[config.mk]
export PLATFORM = sky130hd
export DESIGN_NAME = imm_gen_pipe_flat
export DESIGN_NICKNAME = d
export VERILOG_FILES = /design/src/rtl/imm_gen_pipe_if.sv /design/src/rtl/imm_gen_pipe.sv /design/src/flat_wrapper.sv
export SDC_FILE = /design/constraint.sdc
export NUM_CORES = 1
export LEC_CHECK = 0
export BUFFER_PORTS_ARGS = -buffer_cell sky130_fd_sc_hd__buf_4
export CAP_MARGIN = 20
export CORE_ASPECT_RATIO = 1.1
export CORE_MARGIN = 1.5
export CORE_UTILIZATION = 55
export CTS_CLUSTER_DIAMETER = 30
export DETAILED_ROUTE_END_ITERATION = 16
export GPL_TIMING_DRIVEN = 1
export PLACE_DENSITY = 0.82
export SLEW_MARGIN = 20
export SYNTH_ARGS = -nofsm -noshare
export SYNTH_HDL_FRONTEND = slang
export SYNTH_SLANG_ARGS = --single-unit
[constraint.sdc]
create_clock -name i_clk -period 2.19 [get_ports i_clk]
set_input_delay 0.657 -clock i_clk [delete_from_list [all_inputs] [get_ports i_clk]]
set_output_delay 0.657 -clock i_clk [all_outputs]
set_load 0.1 [all_outputs]
[src/rtl/imm_gen_pipe_if.sv]
// imm_gen_pipe_if: instruction-in / immediate-out handshake bundle for imm_gen_pipe.
// master = upstream/downstream environment, slave = the immediate generator.
interface imm_gen_pipe_if #(
    parameter int unsigned XLEN  = 32,
    parameter int unsigned TAG_W = 8
);
    logic             i_valid;
    logic             o_ready;
    logic [31:0]      i_instruction;
    logic [TAG_W-1:0] i_tag;
    logic             o_valid;
    logic             i_ready;
    logic [XLEN-1:0]  o_imme_value;
    logic [2:0]       o_imm_type;
    logic             o_illegal;
    logic [TAG_W-1:0] o_tag;

    modport master (
        output i_valid, i_instruction, i_tag, i_ready,
        input  o_ready, o_valid, o_imme_value, o_imm_type, o_illegal, o_tag
    );

    modport slave (
        input  i_valid, i_instruction, i_tag, i_ready,
        output o_ready, o_valid, o_imme_value, o_imm_type, o_illegal, o_tag
    );
endinterface

[src/rtl/imm_gen_pipe.sv]
// imm_gen_pipe: pipelined RV immediate generator for decode.
// One registered output stage plus a one-entry skid buffer; o_ready is
// registered (skid empty) so it never depends on i_ready combinationally.
// Optional: define IMM_GEN_PIPE_ZICSR_EN to decode the CSR-immediate (Z) forms.
module imm_gen_pipe #(
    parameter int unsigned XLEN  = 32,
    parameter int unsigned TAG_W = 8
) (
    input  logic           i_clk,
    input  logic           i_rst_n,
    input  logic           i_flush,
    imm_gen_pipe_if.slave  bus
);
    localparam logic [6:0] OP_IMM    = 7'b0010011;
    localparam logic [6:0] OP_LOAD   = 7'b0000011;
    localparam logic [6:0] OP_JALR   = 7'b1100111;
    localparam logic [6:0] OP_STORE  = 7'b0100011;
    localparam logic [6:0] OP_BRANCH = 7'b1100011;
    localparam logic [6:0] OP_LUI    = 7'b0110111;
    localparam logic [6:0] OP_AUIPC  = 7'b0010111;
    localparam logic [6:0] OP_JAL    = 7'b1101111;
    localparam logic [6:0] OP_REG    = 7'b0110011;
    localparam logic [6:0] OP_FENCE  = 7'b0001111;
    localparam logic [6:0] OP_SYSTEM = 7'b1110011;

    typedef enum logic [2:0] {
        T_NONE = 3'd0,
        T_I    = 3'd1,
        T_S    = 3'd2,
        T_B    = 3'd3,
        T_U    = 3'd4,
        T_J    = 3'd5,
        T_Z    = 3'd6
    } imm_type_e;

    typedef struct packed {
        logic [XLEN-1:0]  imm;
        imm_type_e        typ;
        logic             ill;
        logic [TAG_W-1:0] tag;
    } entry_t;

    logic [31:0] inst;
    entry_t      dec;
    entry_t      out_q,   out_nxt;
    entry_t      skid_q,  skid_nxt;
    logic        out_v_q, out_v_nxt;
    logic        skid_v_q, skid_v_nxt;
    logic        ready_q, ready_nxt;
    logic        in_xfer;
    logic        out_xfer;

    assign inst = bus.i_instruction;

    // Combinational decode of the presented instruction into a result entry.
    always_comb begin
        dec     = '0;
        dec.tag = bus.i_tag;
        case (inst[6:0])
            OP_IMM, OP_LOAD, OP_JALR: begin
                dec.typ = T_I;
                dec.imm = {{(XLEN-11){inst[31]}}, inst[30:20]};
            end
            OP_STORE: begin
                dec.typ = T_S;
                dec.imm = {{(XLEN-11){inst[31]}}, inst[30:25], inst[11:7]};
            end
            OP_BRANCH: begin
                dec.typ = T_B;
                dec.imm = {{(XLEN-12){inst[31]}}, inst[7], inst[30:25], inst[11:8], 1'b0};
            end
            OP_LUI, OP_AUIPC: begin
                dec.typ = T_U;
                dec.imm = {{(XLEN-31){inst[31]}}, inst[30:12], 12'h000};
            end
            OP_JAL: begin
                dec.typ = T_J;
                dec.imm = {{(XLEN-20){inst[31]}}, inst[19:12], inst[20], inst[30:21], 1'b0};
            end
            OP_REG, OP_FENCE: begin
                dec.typ = T_NONE;
            end
`ifdef IMM_GEN_PIPE_ZICSR_EN
            OP_SYSTEM: begin
                if (inst[14]) begin
                    dec.typ = T_Z;
                    dec.imm = XLEN'(inst[19:15]);
                end
            end
`else
            OP_SYSTEM: begin
                dec.ill = 1'b1;
            end
`endif
            default: begin
                dec.ill = 1'b1;
            end
        endcase
    end

    assign in_xfer  = bus.i_valid & ready_q;
    assign out_xfer = out_v_q & bus.i_ready;

    // Next state of output stage and skid: flush wins, skid drains before new input.
    always_comb begin
        out_nxt    = out_q;
        out_v_nxt  = out_v_q;
        skid_nxt   = skid_q;
        skid_v_nxt = skid_v_q;
        if (i_flush) begin
            out_v_nxt  = 1'b0;
            skid_v_nxt = 1'b0;
        end else if (!out_v_q || out_xfer) begin
            if (skid_v_q) begin
                out_nxt    = skid_q;
                out_v_nxt  = 1'b1;
                skid_v_nxt = 1'b0;
            end else if (in_xfer) begin
                out_nxt   = dec;
                out_v_nxt = 1'b1;
            end else begin
                out_v_nxt = 1'b0;
            end
        end else if (in_xfer) begin
            skid_nxt   = dec;
            skid_v_nxt = 1'b1;
        end
        ready_nxt = ~skid_v_nxt;
    end

    // Pipeline state registers.
    always_ff @(posedge i_clk or negedge i_rst_n) begin
        if (!i_rst_n) begin
            out_q    <= '0;
            out_v_q  <= 1'b0;
            skid_q   <= '0;
            skid_v_q <= 1'b0;
            ready_q  <= 1'b1;
        end else begin
            out_q    <= out_nxt;
            out_v_q  <= out_v_nxt;
            skid_q   <= skid_nxt;
            skid_v_q <= skid_v_nxt;
            ready_q  <= ready_nxt;
        end
    end

    assign bus.o_ready      = ready_q;
    assign bus.o_valid      = out_v_q;
    assign bus.o_imme_value = out_q.imm;
    assign bus.o_imm_type   = out_q.typ;
    assign bus.o_illegal    = out_q.ill;
    assign bus.o_tag        = out_q.tag;
endmodule

[src/flat_wrapper.sv]
// flat-port wrapper written by rule: the top's interface ports become plain ports
module imm_gen_pipe_flat 
#(
    parameter int unsigned XLEN  = 32,
    parameter int unsigned TAG_W = 8
)
  (i_clk, i_rst_n, i_flush, bus_i_valid, bus_i_instruction, bus_i_tag, bus_i_ready, bus_o_ready, bus_o_valid, bus_o_imme_value, bus_o_imm_type, bus_o_illegal, bus_o_tag);
  imm_gen_pipe_if #(.XLEN(XLEN), .TAG_W(TAG_W)) bus_i ();
  input  logic i_clk;
  input  logic i_rst_n;
  input  logic i_flush;
  input wire logic [$bits(bus_i.i_valid)-1:0] bus_i_valid;
  input wire logic [$bits(bus_i.i_instruction)-1:0] bus_i_instruction;
  input wire logic [$bits(bus_i.i_tag)-1:0] bus_i_tag;
  input wire logic [$bits(bus_i.i_ready)-1:0] bus_i_ready;
  output wire logic [$bits(bus_i.o_ready)-1:0] bus_o_ready;
  output wire logic [$bits(bus_i.o_valid)-1:0] bus_o_valid;
  output wire logic [$bits(bus_i.o_imme_value)-1:0] bus_o_imme_value;
  output wire logic [$bits(bus_i.o_imm_type)-1:0] bus_o_imm_type;
  output wire logic [$bits(bus_i.o_illegal)-1:0] bus_o_illegal;
  output wire logic [$bits(bus_i.o_tag)-1:0] bus_o_tag;
  assign bus_i.i_valid = bus_i_valid;
  assign bus_i.i_instruction = bus_i_instruction;
  assign bus_i.i_tag = bus_i_tag;
  assign bus_i.i_ready = bus_i_ready;
  assign bus_o_ready = bus_i.o_ready;
  assign bus_o_valid = bus_i.o_valid;
  assign bus_o_imme_value = bus_i.o_imme_value;
  assign bus_o_imm_type = bus_i.o_imm_type;
  assign bus_o_illegal = bus_i.o_illegal;
  assign bus_o_tag = bus_i.o_tag;
  imm_gen_pipe #(.XLEN(XLEN), .TAG_W(TAG_W)) u_core (.i_clk(i_clk), .i_rst_n(i_rst_n), .i_flush(i_flush), .bus(bus_i));
endmodule
==> results_tabular.tex <==
\begin{tabular}{lr}
\hline
Metric & Value \\
\hline
\multicolumn{2}{l}{\textbf{Logic synthesis}} \\
\quad Post-synthesis instance area & between 0.004 and 0.005 mm\^{}2 \\
\quad Dominant register cell in the synthesized netlist & dfrtp\_1 \\
\quad Share of flip-flops with an asynchronous set or reset after synthesis & 1.000 \\
\quad Gate count after technology mapping & $\sim$450 \\
\quad Part of the Yosys area used for sequential elements & 0.5280 \\
\quad Flip-flop and latch count after synthesis & between 90 and 100 \\
\quad Cell variety after synth & 52 \\
\quad Per-instance average area after synthesis & 9.676 um\^{}2 \\
\quad Number of warning messages in the yosys log & 0 \\
\quad Net count after synthesis & a little under 500 \\
\quad Number of enable flip-flop cells after synthesis & 0 \\
\multicolumn{2}{l}{\textbf{Worst setup path}} \\
\quad Number of buffers and inverters on the critical path & 1 \\
\quad Reg-to-Reg End & u\_core.bus.o\_imme\_value[21] \\
\quad Worst Path Class, Setup & register to output port \\
\quad Number of cell instances on the worst register-to-register path & 6 \\
\quad Crit path required time & 1530 ps \\
\quad Critical Path Source Type & register \\
\quad Beginning of the worst register-to-register path & u\_core.skid\_v\_q \\
\quad Capturing element type of the critical path & output port \\
\quad Cell type group with the largest total delay on the critical path & flip-flops \\
\quad Highest fanout seen on the critical path & 3 \\
\quad Cell type of the slowest stage on the worst timing path & dfstp\_2 \\
\quad R2R Setup Slk & 360 ps \\
\quad Largest stage delay on the critical path & approximately 550 ps \\
\quad Cell chain of the critical path & buf\_4 \\
\quad Arr. time, crit path & about 1200 ps \\
\quad Worst setup path startpoint & u\_core.bus.o\_ready \\
\multicolumn{2}{l}{\textbf{Finish}} \\
\quad Core utilization of the finished layout & 0.7183 \\
\quad Commonest cells after routing, fill and taps aside & 110 x buf\_4, 100 x nand2\_1, 90 x dfrtp\_1, 28 x nor2\_1 \\
\quad Number of non-filler instances in the completed layout & $\sim$650 \\
\quad Most common library cell in the layout ignoring fill and taps & buf\_4 \\
\quad Final-stage net count & just under 600 \\
\quad Fraction of layout cells with a size suffix above 1 & 0.2707 \\
\quad Fillers & roughly 590 \\
\quad Synth-to-Final Area Change & 25.08\% \\
\quad Antenna diodes & 0 \\
\multicolumn{2}{l}{\textbf{GRT}} \\
\quad Wire length of the first global-routing pass & between 15 and 20 mm \\
\quad Number of global-route vias before repair & $\sim$3,800 \\
\quad Overflow left after global routing & 0 \\
\quad Initial antenna violation count & 0 \\
\quad Largest net degree at the start of global routing & 51 \\
\quad Total track usage & 0.2896 \\
\multicolumn{2}{l}{\textbf{Floorplan}} \\
\quad Row cnt & 33 \\
\quad Count of boundary I/O pins & 91 \\
\quad Die Footprint & 0.008387 mm\^{}2 \\
\quad Chip Height & 95.90 um \\
\quad Area of the core & about 0.0075 mm\^{}2 \\
\quad Effective utilization at floorplan & 0.5743 \\
\quad Die Span X & 87.46 um \\
\multicolumn{2}{l}{\textbf{Clock tree}} \\
\quad Num CTS Buffers & 9 \\
\quad Clock insertion delay at the later pin of the skew report & between 300 and 400 ps \\
\quad Number of H-tree levels & 3 \\
\quad CTS tree & yes \\
\quad Clock root buffer & clkbuf\_8 \\
\quad Clock transition time at the flip-flop clock pins of the worst setup and hold paths & roughly 100 ps \\
\quad Number of setup buffers added after CTS & 0 \\
\quad Number of sinks on the clock net & just over 90 \\
\quad CTS-repair resized insts & 0 \\
\quad Buffer levels on the longest clock path & 2 \\
\quad Number of hold buffers added after CTS & 0 \\
\multicolumn{2}{l}{\textbf{STA}} \\
\quad Clock skew after layout & between 10 and 15 ps \\
\quad Final Cycle Share & 0.8464 \\
\quad Max-slew violation count & 0 \\
\quad F\_max & 0.5395 GHz \\
\quad Setup total negative slack & 0 ps \\
\quad Worst Setup Slack, final & approximately 340 ps \\
\quad Unrepaired setup endpoints after global routing & no \\
\quad Post-route minimum period & approximately 1900 ps \\
\quad Relative slew margins & 0.6380 \\
\quad Hold violation count in the final report & 0 \\
\quad Setup violation total in the final timing report & 0 \\
\quad Actual slew at the worst max-slew pin & about 530 ps \\
\multicolumn{2}{l}{\textbf{Placement}} \\
\quad Post-place setup slack & around 120 ps \\
\quad Placer's final routability congestion estimate & 0.8861 \\
\quad Total instance count after detailed placement & 632 \\
\quad Number of I/O port buffers & 90 \\
\quad Half-perimeter wire length of the detailed placement result & between 8 and 9 mm \\
\multicolumn{2}{l}{\textbf{Routing}} \\
\quad Router iterations before antenna repair & 5 \\
\quad Via count & 3,924 \\
\quad Antenna Violating Nets Remaining & 0 \\
\quad Initial drt markers & roughly 300 \\
\quad Final routed wire length divided by cell count & around 18 um \\
\quad Average via count per standard cell & just over 6 \\
\quad Post-Route WL & approximately 11 mm \\
\quad Post-route DRC & 0 \\
\multicolumn{2}{l}{\textbf{Job}} \\
\quad Maximum Capacitance Violations & 0 \\
\multicolumn{2}{l}{\textbf{Power}} \\
\quad Leakage power total & 2.378 nW \\
\quad Power per standard cell area & 868.1 mW/mm\^{}2 \\
\quad Worst-case vdd ir drop & 374.9 uV \\
\multicolumn{2}{l}{\textbf{Hold path}} \\
\quad Path type of the worst min-delay path & primary input to asynchronous set/reset pin \\
\multicolumn{2}{l}{\textbf{Outcome}} \\
\quad Status & finished clean \\
\hline
\end{tabular}
## metal layers
layer  vias up  share of wire  GRT usage
met5         -              0          0
met1      1905           0.42     0.3900
met4         0          0.024     0.1111
met2       196           0.48     0.4590
li1       1801              -          -
met3        22          0.077    0.06604
## report_power, final
group,switching (mW),leakage (nW),internal (mW)
logic,1.22,1.11,0.370
clock network,0.665,0.0911,0.440
registers,0.116,1.17,1.87
total,2.00,2.38,2.68
## cells in the mapped netlist, drive strengths merged, types with 2 or more instances
| library cell | n | area (um^2) |
|---|---|---|
| nand2 | 100 | 375.4 |
| dfrtp | 90 | 2252 |
| nor2 | 28 | 105.1 |
| o21ai | 25 | 125.1 |
| clkbuf | 22 | 82.58 |
| o211ai | 21 | 162.6 |
| a21oi | 14 | 70.07 |
| a221oi | 14 | 122.6 |
| a31oi | 13 | 81.33 |
| nor3 | 12 | 76.33 |
| nor4 | 12 | 81.33 |
| buf | 11 | 66.31 |
| o21bai | 11 | 82.58 |
| a211oi | 9 | 77.57 |
| nand3 | 9 | 50.05 |
| mux2i | 8 | 80.08 |
| a22o | 6 | 52.55 |
| inv | 5 | 18.76 |
| or3 | 5 | 36.28 |
| nor2b | 4 | 25.02 |
| nand3b | 3 | 22.52 |
| a2111oi | 2 | 36.29 |
| a22oi | 2 | 15.01 |
| nand2b | 2 | 12.51 |
| nand4bb | 2 | 38.79 |
| nor4b | 2 | 17.52 |
| o22ai | 2 | 12.51 |
## flip-flops by register name, indices dropped and copies added (netlist names)
signal,flops
u_core.bus.o_illegal,1
u_core.bus.o_imm_type,3
u_core.bus.o_imme_value,32
u_core.bus.o_ready,1
u_core.bus.o_tag,8
u_core.bus.o_valid,1
u_core.skid_q,44
u_core.skid_v_q,1
## worst max-delay path by stage
stage | endpoint | slack, ps | cells after the start
2_1_floorplan | u_core.skid_q[26] | 4 | 6
5_1_grt | u_core.bus.o_imme_value[1] | 230 | 6
4_1_cts | bus_o_ready | 320 | 1
6_report | bus_o_ready | 340 | 1
3_5_place_dp | u_core.bus.o_illegal | 120 | 5
3_3_place_gp | u_core.bus.o_illegal | 140 | 5
## layout make-up
cell class | count | area, um^2 | area share
Clock buffer | 9 | 123.9 | 0.02295
Multi-Input combinational cell | 317 | 1871 | 0.3465
Inverter | 5 | 18.77 | 0.003477
Tap cell | 105 | 131.4 | 0.02434
Timing Repair Buffer | 114 | 905.9 | 0.1678
Sequential cell | 91 | 2278 | 0.4221
Clock inverter | 7 | 68.82 | 0.01275
## logic make-up after synthesis
kind of cell,count (synthesis),share of synthesized area
simple gates,182,0.2018
compound gates,126,0.2108
flops,91,0.5280
buf+inv,38,0.03885
mux,8,0.01856
xor+xnor,1,0.002030
## per-stage QoR
step | area [um^2] | power [mW] | hold WS [ps]
final | 5398 | 4.686 | 147.1
after global routing | 5398 | 4.855 | 151.9
after CTS | 5398 | 4.711 | 142.3
after detailed placement | 5205 | 3.615 | 461.8
after global placement | 5205 | 3.581 | 453.0
after floorplan | 4315 | 3.161 | 361.4
Power figures use the tool's default switching activity.
